File: src/rtl/ps2_pkg.sv
// Shared PS/2 decode definitions: FSM states, prefix bytes, dropped control
// bytes, the eight tracked game keys and the 10-bit event word.
package ps2_pkg;

  typedef enum logic [1:0] {
    S_IDLE = 2'd0,
    S_E0   = 2'd1,
    S_F0   = 2'd2,
    S_E0F0 = 2'd3
  } ps2_state_t;

  localparam logic [7:0] PFX_E0 = 8'hE0;
  localparam logic [7:0] PFX_F0 = 8'hF0;
  localparam logic [7:0] PFX_E1 = 8'hE1;

  // Game key scan codes (set 2, non-extended) and their key_held bit positions
  localparam logic [7:0] KEY_W     = 8'h1D;
  localparam logic [7:0] KEY_A     = 8'h1C;
  localparam logic [7:0] KEY_S     = 8'h1B;
  localparam logic [7:0] KEY_D     = 8'h23;
  localparam logic [7:0] KEY_R     = 8'h2D;
  localparam logic [7:0] KEY_G     = 8'h34;
  localparam logic [7:0] KEY_B     = 8'h32;
  localparam logic [7:0] KEY_SPACE = 8'h29;

  localparam int KEY_W_BIT     = 0;
  localparam int KEY_A_BIT     = 1;
  localparam int KEY_S_BIT     = 2;
  localparam int KEY_D_BIT     = 3;
  localparam int KEY_R_BIT     = 4;
  localparam int KEY_G_BIT     = 5;
  localparam int KEY_B_BIT     = 6;
  localparam int KEY_SPACE_BIT = 7;

  localparam int EVT_W = 10;

  typedef struct packed {
    logic       ext;
    logic       brk;
    logic [7:0] code;
  } ps2_evt_t;

  // Controller/self-test responses that carry no key information.
  function automatic logic is_dropped_byte(input logic [7:0] b);
    case (b)
      PFX_E1, 8'hAA, 8'hFA, 8'hFE, 8'hEE, 8'h00, 8'hFF: return 1'b1;
      default:                                          return 1'b0;
    endcase
  endfunction

  // One-hot key_held mask for a tracked code, zero otherwise.
  function automatic logic [7:0] key_mask(input logic [7:0] code);
    case (code)
      KEY_W:     return 8'(1) << KEY_W_BIT;
      KEY_A:     return 8'(1) << KEY_A_BIT;
      KEY_S:     return 8'(1) << KEY_S_BIT;
      KEY_D:     return 8'(1) << KEY_D_BIT;
      KEY_R:     return 8'(1) << KEY_R_BIT;
      KEY_G:     return 8'(1) << KEY_G_BIT;
      KEY_B:     return 8'(1) << KEY_B_BIT;
      KEY_SPACE: return 8'(1) << KEY_SPACE_BIT;
      default:   return 8'h00;
    endcase
  endfunction

endpackage

File: src/rtl/ps2_evt_fifo.sv
// Show-ahead synchronous event FIFO; the head output holds its last shown
// value while the FIFO is empty.
module ps2_evt_fifo #(
  parameter  int WIDTH = 10,
  parameter  int DEPTH = 4,
  localparam int PTR_W = $clog2(DEPTH)
) (
  input  logic             clk_100,
  input  logic             vga_reset_n,
  input  logic             push,
  input  logic             pop,
  input  logic [WIDTH-1:0] wr_data,
  output logic [WIDTH-1:0] rd_data,
  output logic             empty,
  output logic             full
);

  localparam logic [PTR_W:0] FULL_COUNT = (PTR_W + 1)'(DEPTH);

  logic [WIDTH-1:0] mem [DEPTH];
  logic [WIDTH-1:0] last_q;
  logic [PTR_W-1:0] wr_ptr;
  logic [PTR_W-1:0] rd_ptr;
  logic [PTR_W:0]   count;
  logic             do_push;
  logic             do_pop;

  assign empty   = (count == '0);
  assign full    = (count == FULL_COUNT);
  assign do_pop  = pop & ~empty;
  // A full FIFO still accepts a write when the head leaves in the same cycle.
  assign do_push = push & (~full | do_pop);
  assign rd_data = empty ? last_q : mem[rd_ptr];

  // NOTE: state registers use non-blocking assignments so every flop samples pre-edge values.
  always_ff @(posedge clk_100 or negedge vga_reset_n) begin
    if (!vga_reset_n) begin
      wr_ptr <= '0;
      rd_ptr <= '0;
      count  <= '0;
      last_q <= '0;
    end else begin
      if (do_push) wr_ptr <= wr_ptr + PTR_W'(1);
      if (do_pop)  rd_ptr <= rd_ptr + PTR_W'(1);
      if (!empty)  last_q <= mem[rd_ptr];
      case ({do_push, do_pop})
        2'b10:   count <= count + (PTR_W + 1)'(1);
        2'b01:   count <= count - (PTR_W + 1)'(1);
        default: count <= count;
      endcase
    end
  end

  // NOTE: storage has no reset; pointers and count alone define which entries are valid.
  always_ff @(posedge clk_100) begin
    if (do_push) mem[wr_ptr] <= wr_data;
  end

endmodule

File: src/rtl/ps2_key_event_decoder.sv
// PS/2 scan-code stream to {ext, brk, code} key events with a held-key bitmap.
// Define PS2_REPEAT_FILTER_EN to suppress typematic repeats of tracked keys.
module ps2_key_event_decoder
  import ps2_pkg::*;
#(
  parameter int FIFO_DEPTH = 4
) (
  input  logic       clk_100,
  input  logic       vga_reset_n,
  input  logic [7:0] keycode_in,
  input  logic       keycode_valid,
  input  logic       ps2_error,
  output logic       evt_valid,
  input  logic       evt_ready,
  output logic [7:0] evt_code,
  output logic       evt_ext,
  output logic       evt_break,
  output logic [7:0] key_held,
  output logic       overflow
);

  ps2_state_t state_q, state_d;
  ps2_evt_t   evt_d;
  ps2_evt_t   head;
  logic       emit;
  logic       push;
  logic       pop;
  logic       fifo_empty;
  logic       fifo_full;
  logic [7:0] mask;
  logic       track_hit;
  logic [7:0] held_d;

  always_ff @(posedge clk_100 or negedge vga_reset_n) begin
    if (!vga_reset_n) state_q <= S_IDLE;
    else              state_q <= state_d;
  end

  // NOTE: every always_comb output gets a default first so no path infers a latch.
  always_comb begin
    state_d = state_q;
    emit    = 1'b0;
    evt_d   = '{ext: 1'b0, brk: 1'b0, code: keycode_in};
    if (ps2_error) begin
      state_d = S_IDLE;
    end else if (keycode_valid) begin
      unique case (state_q)
        S_IDLE: begin
          if (keycode_in == PFX_E0)           state_d = S_E0;
          else if (keycode_in == PFX_F0)      state_d = S_F0;
          else if (!is_dropped_byte(keycode_in)) emit = 1'b1;
        end
        S_E0: begin
          if (keycode_in == PFX_F0)      state_d = S_E0F0;
          else if (keycode_in != PFX_E0) begin
            emit      = 1'b1;
            evt_d.ext = 1'b1;
            state_d   = S_IDLE;
          end
        end
        S_F0, S_E0F0: begin
          // A prefix after F0 is malformed: abandon the sequence silently.
          state_d = S_IDLE;
          if (keycode_in != PFX_E0 && keycode_in != PFX_F0) begin
            emit      = 1'b1;
            evt_d.ext = (state_q == S_E0F0);
            evt_d.brk = 1'b1;
          end
        end
        default: state_d = S_IDLE;
      endcase
    end
  end

  assign mask      = key_mask(keycode_in);
  assign track_hit = emit & ~evt_d.ext & (|mask);

  always_comb begin
    held_d = key_held;
    if (ps2_error)      held_d = '0;
    else if (track_hit) held_d = evt_d.brk ? (key_held & ~mask) : (key_held | mask);
  end

`ifdef PS2_REPEAT_FILTER_EN
  logic is_repeat;
  assign is_repeat = track_hit & ~evt_d.brk & (|(key_held & mask));
  assign push      = emit & ~is_repeat;
`else
  assign push = emit;
`endif

  assign pop = evt_valid & evt_ready;

  always_ff @(posedge clk_100 or negedge vga_reset_n) begin
    if (!vga_reset_n) begin
      key_held <= '0;
      overflow <= 1'b0;
    end else begin
      key_held <= held_d;
      if (push && fifo_full && !pop) overflow <= 1'b1;
    end
  end

  ps2_evt_fifo #(
    .WIDTH (EVT_W),
    .DEPTH (FIFO_DEPTH)
  ) u_fifo (
    .clk_100     (clk_100),
    .vga_reset_n (vga_reset_n),
    .push        (push),
    .pop         (pop),
    .wr_data     (evt_d),
    .rd_data     (head),
    .empty       (fifo_empty),
    .full        (fifo_full)
  );

  assign evt_valid = ~fifo_empty;
  assign evt_code  = head.code;
  assign evt_ext   = head.ext;
  assign evt_break = head.brk;

endmodule

File: config.mk
export PLATFORM = sky130hd
export DESIGN_NAME = ps2_key_event_decoder
export DESIGN_NICKNAME = d
export VERILOG_FILES = /design/src/rtl/ps2_pkg.sv /design/src/rtl/ps2_evt_fifo.sv /design/src/rtl/ps2_key_event_decoder.sv
export SDC_FILE = /design/constraint.sdc
export NUM_CORES = 1
export LEC_CHECK = 0
export BUFFER_PORTS_ARGS = -buffer_cell sky130_fd_sc_hd__buf_2
export CAP_MARGIN = 20
export CORE_ASPECT_RATIO = 1.5
export CORE_MARGIN = 5
export CORE_UTILIZATION = 53
export DETAILED_ROUTE_END_ITERATION = 7
export PLACE_DENSITY = 0.7
export SKIP_LAST_GASP = 1
export SYNTH_ARGS = -nofsm -noshare
export SYNTH_HDL_FRONTEND = slang
export SYNTH_SLANG_ARGS = --single-unit
File: constraint.sdc
create_clock -name clk_100 -period 2.9 [get_ports clk_100]
set_input_delay 0.145 -clock clk_100 [delete_from_list [all_inputs] [get_ports clk_100]]
set_output_delay 0.145 -clock clk_100 [all_outputs]
set_load 0.05 [all_outputs]
==> key figures, run 1 <==
Run status
  • Status: finished, final reports clean

Critical path
  • WP data arrival: 2.83 ns
  • Critical Path RT: 3.16 ns
  • Worst-path fanout max: 7
  • Reg2reg setup slack: 0.33 ns
  • R2R Path Start: state_q[0]
  • Reg2reg path depth: 12
  • FF-to-FF End: u_fifo.count[2]
  • WS Path Type: reg -> reg
  • Crit end category: flip-flop
  • Startpoint types: flip-flop

Place
  • HPWL after DPL: 4120 microns
  • Cell total after placement: 320
  • Place WS: 0.0310 ns
  • PortBufs: 32
  • Gpl congestion: 0.878
  • Area after DPL: 3350 sq um

Floorplanning
  • Die ar.: 7480 sq um
  • Io pins: 33
  • Die height: 103 microns
  • Initial Util: 53.7%
  • Core area: 5740 sq um
  • Die width: 72.3 microns
  • Row count: 34

Synth
  • Post-synth top area cell: edfxtp_1
  • Cells after Synth: 218
  • Number of synthesis warnings: 0
  • Sequential fraction of the synthesis area: 61.6%
  • Dominant cells by area after synthesis: edfxtp_1 39%, dfrtp_1 23%, mux4_2 7.3%
  • Post-synthesis compound-gate area fraction: 6.81%
  • Seq cells post-synth: 68
  • Post-synth top flop: edfxtp_1
  • Mean Syn Cell Area: 14.2 sq um
  • Adder-cell area share of the yosys netlist: 2.68%
  • Area share of the largest cell type after synthesis: 38.9%
  • Synth Area in XOR/XNOR: 1.99%
  • EDFF count, synth: 40
  • Combinational family with the most area after synthesis: simple AND/OR/NAND/NOR gates
  • Post-Synth Simple-Gate Area: 12.5%
  • Mux contribution to synthesized area: 11.8%
  • Syn nets: 237
  • Cell Area, Synth: 3090 sq um
  • Async set-or-reset flop fraction in the synthesized netlist: 41.2%
  • Yosys cell types: 49
  • Cell with the most instances after synthesis: edfxtp_1
  • Leading cell types by count after synthesis: 40 x edfxtp_1, 28 x dfrtp_1, 14 x nor2_1

Global routing
  • Grt total ovfl: 0
  • Pin count of the biggest net entering global routing: 29
  • Initial antenna violation count: 0
  • Vias in the first global route: 1,973
  • First-pass GRT wire length: 9940 microns
  • GRT Util Overall: 18.0%

Timing
  • Setup slack after layout: 0.334 ns
  • F_max: 390 MHz
  • Final setup fails: 0
  • Worst slew pin tran: 0.692 ns
  • Hold WS: 0.0457 ns
  • Slew HR: 53.8%
  • Final Hold Fails: 0
  • Unrepaired setup endpoints after global routing: false
  • Clk_skew: 0.0127 ns
  • Setup TNS: 0 ns
  • Final critical-path share of the clock period: 88.5%
  • Minimum clock period: 2.57 ns
  • Count of pins over their slew limit: 0

Clock network
  • CTS Sinks: 68
  • TritonCTS Buffers: 9
  • CTS tree: done
  • Root Driver: clkbuf_8
  • Max Root-Sink Buffers: 2
  • Skew-Pair Late Insertion Delay: 0.33 ns
  • Htree depth: 3
  • CTS clk-pin slew, worst paths: 0.08 ns

Pwr
  • Leak Pwr: 1.45 nW
  • Worst IR Drop VDD: 0.000293 V
  • Pwr Density: 950 nW/um^2
  • Pwr Total: 3.40 mW

Finish
  • Register area: 1900 sq um
  • Share of cells above drive strength 1: 31.7%
  • Diode count: 0
  • Fin util: 62.4%
  • Multi-input gate area: 1100 sq um
  • Final Net Count: 279
  • Layout fillers: 457
  • Area grow syn2layout: 16.2%
  • Cell area after layout: 3580 sq um
  • Final std cells w/o fill: 337

Detailed routing
  • Initial DRC count: 121
  • Via count: 1,901
  • Routed WL: 5850 microns
  • DRT antenna net count: 0
  • DR WL/cell: 17.4 microns
  • First drt pass iteration count: 4
  • Number of remaining DRC errors: 0
  • Via/cell ratio: 5.64

Hold path
  • Hold depth: 2
  • Tightest Hold Check Type: in -> reg
  • Hold worst-path end: state_q[0]
  • Hold Startpoint: keycode_valid

Job
  • Max-Cap Viols: 0
worst max path at each step:
stage                       start              end  slack, ns  cells after the start
finish                 state_q[0]  u_fifo.count[2]       0.33                     12
global route           state_q[0]  u_fifo.count[2]       0.14                     12
CTS                    state_q[0]  u_fifo.count[2]       0.30                     12
detailed placement  keycode_in[0]  u_fifo.count[2]       0.03                     13
global placement    keycode_in[0]  u_fifo.count[2]       0.09                     13
floorplan           keycode_in[3]  u_fifo.count[2]       0.18                     13
kinds of logic (layout without fill, tap and decap cells):
| logic type | count (synthesis) | count (layout) |
|---|---|---|
| adders and majority gates | 6 | 6 |
| buffers and inverters | 19 | 66 |
| and+or+nand+nor | 67 | 67 |
| xor gates and xnor gates | 7 | 7 |
| DFF | 68 | 68 |
| muxes | 22 | 22 |
| AOI/OAI and AO/OA | 29 | 29 |
critical path, stage by stage (launching register included):
cell and delay, ns:
dfrtp_1 0.40, or2_2 0.29, o31a_1 0.27, o21ai_1 0.18, nor3_1 0.10, and2b_4 0.20, inv_1 0.06, ha_1 0.16
inv_1 0.06, fa_1 0.37, xor2_1 0.15, nor2_1 0.11, xor2_1 0.15
cells in the final DEF, fill, tap and decap left out, types with 3 or more instances in the layout:
cell	Yosys	final
a22o_1	3	3
nand4_1	4	4
inv_1	9	9
nor4b_1	3	3
clkbuf_16	0	3
xor2_1	3	3
and2_1	7	7
xnor2_1	4	4
buf_4	0	8
a311oi_1	3	3
clkbuf_8	0	9
ha_1	5	5
mux4_2	10	10
edfxtp_1	40	40
dfrtp_1	28	28
or2_2	3	3
nor2_1	14	14
o21ai_0	3	3
buf_2	1	32
nand3_1	5	5
mux2_2	10	10
a21oi_1	7	7
nand2_1	7	7
and3_1	8	8
nor2b_1	5	5
flip-flops by register name, indices dropped and copies added (netlist names):
name	flops
u_fifo.last_q	10
u_fifo.count	3
overflow	1
u_fifo.wr_ptr	2
state_q	2
key_held	8
u_fifo.rd_ptr	2
u_fifo.mem	40
timing repair:
action	4_1_cts	5_1_grt
resized for setup	0	0
hold buffers	1	0
endpoints found under the hold margin	28	0
setup buffers	0	0
area by class of cell:
type / instances / share of cell area (%)
clock buffers: 13 / 5.65
clock inverters: 3 / 0.628
inverters: 9 / 0.942
multi-input cells: 131 / 30.8
flip-flops and latches: 68 / 53.1
well taps: 72 / 2.51
repair buffers: 41 / 6.42
per-layer routing:
metal  up-vias  global-route usage, %  wire length (microns)
li1        907                      -                      -
met1       924                   21.9                   2440
met2        60                   29.6                   3020
met3        10                   5.80                    297
met4         0                   7.24                     97
met5         -                      0                      0
power breakdown:
part	total (mW)	internal (mW)	leakage, nW	switching [mW]
logic	1.24	0.454	0.615	0.785
clock network	0.819	0.469	0.115	0.350
registers	1.35	1.22	0.716	0.125
total	3.40	2.14	1.45	1.26
Note: power is estimated with default switching activity, not from simulation.
==> run 2, diff against run 1 <==
Settings changed: CORE_UTILIZATION 53 to 32, PLACE_DENSITY 0.7 to 0.46.
==> run 2 against run 1 <==
Effect of this change:
- total power rose by 6.7%
- cell area grew 3.4%
- register-to-register slack is essentially flat
- clock skew shrank 0.0085 ns
- core utilization decreased by 24 points
- combinational power hardly changed
- clock power up 27%
- routed wire length up 17%
- sequential power hardly changed
- critical path type unchanged
==> key figures, run 2 (synthesis results as in run 1) <==
Clock network
  • CTS Sinks: 68 (unchanged)
  • PostCTS Resize Cnt: 0 (unchanged)
  • Htree depth: 3 (unchanged)
  • CTS tree: done (unchanged)
  • TritonCTS Buffers: 9 (unchanged)
  • Skew-Pair Late Insertion Delay: 0.33 ns (about the same)
  • CTS clk-pin slew, worst paths: 0.05 ns (was 0.08 ns)
  • Setup repair bufs after CTS: 0 (unchanged)
  • Root Driver: clkbuf_16 (was clkbuf_8)
  • Max Root-Sink Buffers: 2 (unchanged)

Detailed routing
  • DRT antenna net count: 0 (unchanged)
  • Number of remaining DRC errors: 0 (unchanged)
  • DR WL/cell: 17.9 microns (was 17.4 microns)
  • Initial DRC count: 87 (was 121)
  • Via count: 1,899 (was 1,901)
  • Via/cell ratio: 4.97 (was 5.64)
  • Routed WL: 6830 microns (was 5850 microns)
  • First drt pass iteration count: 4 (unchanged)

Critical path
  • Reg2reg path depth: 12 (unchanged)
  • Worst-path fanout max: 2 (was 7)
  • FF-to-FF End: u_fifo.count[2] (unchanged)
  • Startpoint types: flip-flop (unchanged)
  • R2R Path Start: state_q[0] (unchanged)
  • Critical Path Start: state_q[0] (unchanged)
  • WS Path Type: reg -> reg (unchanged)
  • Critical Path RT: 3.15 ns (was 3.16 ns)
  • CP endpoint: u_fifo.count[2] (unchanged)
  • Crit end category: flip-flop (unchanged)
  • WP data arrival: 2.81 ns (was 2.83 ns)
  • Reg2reg setup slack: 0.34 ns (was 0.33 ns)

Finish
  • Final Net Count: 281 (was 279)
  • Most frequent cells in the layout: 40 x edfxtp_1, 32 x buf_2, 28 x dfrtp_1 (unchanged)
  • Diode count: 0 (unchanged)
  • Max FFs per register: 40 (unchanged)
  • Share of cells above drive strength 1: 30.7% (was 31.7%)
  • Top Registers: u_fifo.mem x40, u_fifo.last_q x10, key_held x8 (unchanged)
  • Reg with most FFs: u_fifo.mem (unchanged)
  • Commonest non-fill, non-tap cell in the layout: edfxtp_1 (unchanged)
  • Area grow syn2layout: 20.2% (was 16.2%)

Floorplanning
  • Die height: 130 microns (was 103 microns)
  • Die ar.: 11,700 sq um (was 7480 sq um)
  • Io pins: 33 (unchanged)
  • Initial Util: 32.2% (was 53.7%)
  • Row count: 44 (was 34)
  • Core area: 9580 sq um (was 5740 sq um)
  • Die width: 90.2 microns (was 72.3 microns)

Global routing
  • First-pass GRT wire length: 11,300 microns (was 9940 microns)
  • Vias in the first global route: 2,091 (was 1,973)
  • GRT Util Overall: 12.7% (was 18.0%)
  • Initial antenna violation count: 0 (unchanged)
  • Grt total ovfl: 0 (unchanged)
  • Pin count of the biggest net entering global routing: 29 (unchanged)

Job
  • Max-Cap Viols: 0 (unchanged)

Timing
  • Setup TNS: 0 ns (unchanged)
  • F_max: 390 MHz (about the same)
  • Final critical-path share of the clock period: 88.3% (was 88.5%)
  • Setup slack after layout: 0.339 ns (was 0.334 ns)
  • Count of pins over their slew limit: 0 (unchanged)
  • Slew HR: 52.8% (was 53.8%)
  • Final Hold Fails: 0 (unchanged)
  • Minimum clock period: 2.56 ns (was 2.57 ns)
  • Worst slew pin tran: 0.709 ns (was 0.692 ns)
  • Clk_skew: 0.00424 ns (was 0.0127 ns)
  • Final setup fails: 0 (unchanged)
  • Unrepaired setup endpoints after global routing: false (unchanged)

Place
  • HPWL after DPL: 4630 microns (was 4120 microns)
  • PortBufs: 32 (unchanged)
  • Place WS: 0.0304 ns (was 0.0310 ns)
  • Gpl congestion: 0.871 (was 0.878)

Pwr
  • Worst IR Drop VDD: 0.000426 V (was 0.000293 V)
  • Leak Pwr: 1.48 nW (was 1.45 nW)
  • Pwr Density: 980 nW/um^2 (was 950 nW/um^2)

Run status
  • Status: finished, final reports clean (unchanged)

Hold path
  • Tightest Hold Check Type: in -> reg (unchanged)
==> run 2: worst min-delay path by stage <==
stage	startpoint	endpoint	slack [ns]	depth (start not counted)
2_1_floorplan	vga_reset_n	key_held[0]	-0.15	0
3_3_place_gp	vga_reset_n	u_fifo.last_q[4]	0.26	1
3_5_place_dp	vga_reset_n	u_fifo.last_q[4]	0.26	1
4_1_cts	keycode_valid	state_q[0]	0.04	2
5_1_grt	keycode_valid	state_q[0]	0.05	2
6_report	keycode_valid	state_q[0]	0.05	2
==> run 2: stage by stage <==
| step | power (mW) | utilization, % | instances | hold slack [ns] | instance area [sq um] |
|---|---|---|---|---|---|
| final | 3.63 | 38.7 | 382 | 0.0515 | 3710 |
| after global routing | 3.84 | 38.7 | 382 | 0.0507 | 3710 |
| after CTS | 3.71 | 38.7 | 382 | 0.0405 | 3710 |
| after detailed placement | 2.65 | 35.7 | 365 | 0.255 | 3420 |
| after global placement | 2.63 | 35.7 | 365 | 0.255 | 3420 |
| after floorplan | 2.33 | - | 218 | -0.151 | 3090 |
==> run 2: layout make-up <==
cell class                 instances  area (sq um)
clock buffer                      13           240
clock inverter                     3          38.8
fill                             933          5870
inverter                           9          33.8
multi-input combinational        131          1100
sequential                        68          1900
tap                              115           144
timing repair buffer              43           245
==> run 2: routing by layer <==
| layer | vias to the layer above | part of all wire (%) | wire length (microns) | track usage [%] |
|---|---|---|---|---|
| met2 | 35 | 53 | 3600 | 22.2 |
| met4 | 0 | 1.5 | 104 | 5.87 |
| met5 | - | 0 | 0 | 0 |
| li1 | 914 | - | - | - |
| met3 | 9 | 4.0 | 275 | 3.40 |
| met1 | 941 | 42 | 2850 | 14.6 |
==> run 2: critical path, cell delays in order (launching register included) <==
cell	delay, ns
dfrtp_1	0.39
or2_2	0.29
o31a_1	0.27
o21ai_1	0.18
nor3_1	0.11
and2b_4	0.18
inv_1	0.05
ha_1	0.16
inv_1	0.06
fa_1	0.37
xor2_1	0.15
nor2_1	0.11
xor2_1	0.16
==> run 2: power by group <==
part	internal (mW)	switching, mW
Sequential	1.22	0.101
Combinational	0.456	0.815
Clock	0.662	0.376
==> run 2: timing repair <==
action / CTS / global route
endpoints found under the hold margin: 28 / 0
hold buffers: 1 / 0
endpoints found under the setup margin: 0 / 0
==> run 3, diff against run 2 <==
--- a/config.mk
+++ b/config.mk
@@ -9,5 +9,4 @@
 export CAP_MARGIN = 20
 export CORE_ASPECT_RATIO = 1.5
-export CORE_MARGIN = 5
 export CORE_UTILIZATION = 32
 export DETAILED_ROUTE_END_ITERATION = 7
==> constraint.sdc (replaced) <==
create_clock -name clk_100 -period 2.9 [get_ports clk_100]
set_input_delay 0.145 -clock clk_100 [delete_from_list [all_inputs] [get_ports clk_100]]
set_output_delay 0.145 -clock clk_100 [all_outputs]
set_load 0.02 [all_outputs]
==> run 3 against run 2 <==
Effect of this change:
- clock skew increased by 0.0019 ns
- register-to-register slack about the same
- hold slack improved by 0.00072 ns
- clock-buffer cell count increased by 1
- die area decreased by 14%
- largest cell class unchanged
==> key figures, run 3 (synthesis results as in run 1) <==
Run status
  • Status: finished, final reports clean (unchanged)

Clock network
  • Setup repair bufs after CTS: 0 (unchanged)
  • PostCTS Resize Cnt: 0 (unchanged)
  • Skew-Pair Late Insertion Delay: 0.32 ns (was 0.33 ns)
  • Root Driver: clkbuf_16 (unchanged)
  • Hold Buf Count CTS: 1 (unchanged)
  • CTS clk-pin slew, worst paths: 0.05 ns (about the same)
  • CTS tree: done (unchanged)
  • Htree depth: 3 (unchanged)
  • Max Root-Sink Buffers: 2 (unchanged)
  • TritonCTS Buffers: 9 (unchanged)
  • CTS Sinks: 68 (unchanged)

Timing
  • Final critical-path share of the clock period: 88.8% (was 88.3%)
  • Count of pins over their slew limit: 0 (unchanged)
  • Slew HR: 52.9% (was 52.8%)
  • Unrepaired setup endpoints after global routing: false (unchanged)
  • Clk_skew: 0.00611 ns (was 0.00424 ns)
  • Hold WS: 0.0522 ns (was 0.0515 ns)
  • Minimum clock period: 2.58 ns (was 2.56 ns)
  • F_max: 388 MHz (was 390 MHz)
  • Final Hold Fails: 0 (unchanged)
  • Worst slew pin tran: 0.707 ns (was 0.709 ns)
  • Setup TNS: 0 ns (unchanged)
  • Final setup fails: 0 (unchanged)
  • Setup slack after layout: 0.324 ns (was 0.339 ns)

Finish
  • Commonest non-fill, non-tap cell in the layout: edfxtp_1 (unchanged)
  • Layout fillers: 888 (was 933)
  • Fin util: 40.0% (was 38.7%)
  • Top Registers: u_fifo.mem x40, u_fifo.last_q x10, key_held x8 (unchanged)
  • Cell area after layout: 3730 sq um (was 3710 sq um)
  • Final std cells w/o fill: 381 (was 382)
  • Final Net Count: 283 (was 281)
  • Max FFs per register: 40 (unchanged)
  • Area grow syn2layout: 20.8% (was 20.2%)
  • Diode count: 0 (unchanged)
  • Reg with most FFs: u_fifo.mem (unchanged)
  • Share of cells above drive strength 1: 31.2% (was 30.7%)
  • Most frequent cells in the layout: 40 x edfxtp_1, 32 x buf_2, 28 x dfrtp_1 (unchanged)

Detailed routing
  • Initial DRC count: 69 (was 87)
  • First drt pass iteration count: 4 (unchanged)
  • Via count: 1,904 (was 1,899)
  • DR WL/cell: 16.9 microns (was 17.9 microns)
  • Via/cell ratio: 5.00 (was 4.97)
  • Routed WL: 6440 microns (was 6830 microns)
  • DRT antenna net count: 0 (unchanged)
  • Number of remaining DRC errors: 0 (unchanged)

Place
  • HPWL after DPL: 4390 microns (was 4630 microns)
  • Area after DPL: 3430 sq um (was 3420 sq um)
  • PortBufs: 32 (unchanged)
  • Cell total after placement: 364 (was 365)
  • Place WS: 0.0135 ns (was 0.0304 ns)
  • Gpl congestion: 0.824 (was 0.871)

Floorplanning
  • Row count: 43 (was 44)
  • Core area: 9310 sq um (was 9580 sq um)
  • Die ar.: 10,000 sq um (was 11,700 sq um)
  • Initial Util: 33.1% (was 32.2%)
  • Die height: 122 microns (was 130 microns)
  • Io pins: 33 (unchanged)
  • Die width: 82.2 microns (was 90.2 microns)

Hold path
  • Tightest Hold Check Type: in -> reg (unchanged)
  • Hold Startpoint: keycode_valid (unchanged)

Pwr
  • Comb power frac: 29.2% (was 35.0%)
  • Seq pwr share: 39.4% (was 36.5%)
  • Leak Pwr: 1.49 nW (was 1.48 nW)
  • Int Pwr: 2.37 mW (was 2.34 mW)
  • P_sw: 0.986 mW (was 1.29 mW)
  • Worst IR Drop VDD: 0.000477 V (was 0.000426 V)
  • Switching Share: 29.4% (was 35.6%)
  • Pwr Density: 900 nW/um^2 (was 980 nW/um^2)
  • Clk pwr share: 31.4% (was 28.6%)
  • Pwr Total: 3.35 mW (was 3.63 mW)

Critical path
  • WP data arrival: 2.82 ns (was 2.81 ns)
  • FF-to-FF End: u_fifo.count[2] (unchanged)
  • CP endpoint: u_fifo.count[2] (unchanged)
  • WS Path Type: reg -> reg (unchanged)
  • Startpoint types: flip-flop (unchanged)
  • Critical Path Start: state_q[0] (unchanged)
  • Crit end category: flip-flop (unchanged)
  • Critical Path RT: 3.14 ns (was 3.15 ns)
  • R2R Path Start: state_q[0] (unchanged)
  • Reg2reg setup slack: 0.32 ns (was 0.34 ns)
  • Worst-path fanout max: 2 (unchanged)
  • Reg2reg path depth: 12 (unchanged)

Global routing
  • Grt total ovfl: 0 (unchanged)
  • Initial antenna violation count: 0 (unchanged)
  • Pin count of the biggest net entering global routing: 29 (unchanged)
  • Vias in the first global route: 1,949 (was 2,091)
  • First-pass GRT wire length: 10,400 microns (was 11,300 microns)
  • GRT Util Overall: 14.8% (was 12.7%)

Job
  • Max-Cap Viols: 0 (unchanged)
==> run 3: cell count changes in the layout (fill, tap and decap cells not counted) <==
cell | before | now
buf_4 | 10 | 12
clkinv_2 | 1 | 0
clkbuf_8 | 0 | 1
==> run 3: critical path, cell delays in order (launching register included) <==
cell,delay [ns]
dfrtp_1,0.39
or2_2,0.29
o31a_1,0.27
o21ai_1,0.18
nor3_1,0.12
and2b_4,0.18
inv_1,0.05
ha_1,0.16
inv_1,0.06
fa_1,0.37
xor2_1,0.15
nor2_1,0.11
xor2_1,0.16
==> run 3: worst min-delay path by stage <==
| stage | to | slack, ns | cells after the start |
|---|---|---|---|
| floorplan | key_held[0] | -0.15 | 0 |
| global placement | overflow | 0.24 | 1 |
| detailed placement | key_held[0] | 0.25 | 1 |
| CTS | state_q[0] | 0.04 | 2 |
| global route | state_q[0] | 0.06 | 2 |
| finish | state_q[0] | 0.05 | 2 |
==> run 3: cell type report <==
cell class | count | area, sq um | share of cell area [%]
clock buffers | 14 | 254 | 6.81
clock inverters | 2 | 33.8 | 0.906
inverters | 9 | 33.8 | 0.906
flip-flops and latches | 68 | 1900 | 51.0
well taps | 112 | 140 | 3.76
repair buffers | 45 | 260 | 6.98
multi-input cells | 131 | 1100 | 29.6
==> run 3: per-layer routing <==
| layer | vias up | global-route usage [%] | part of all wire, % |
|---|---|---|---|
| li1 | 909 | - | - |
| met3 | 9 | 3.64 | 4.3 |
| met5 | - | 0 | 0 |
| met4 | 0 | 7.13 | 1.6 |
| met2 | 51 | 24.7 | 52 |
| met1 | 935 | 17.3 | 43 |
==> run 3: power by group through the flow <==
stage	clock (mW)	combinational (mW)	sequential, mW
after CTS	1.08	1.01	1.33
after global routing	1.12	1.08	1.35
after global placement	0	0.992	1.34
after detailed placement	0	1.01	1.35
final	1.05	0.981	1.32
after floorplan	0	0.731	1.31
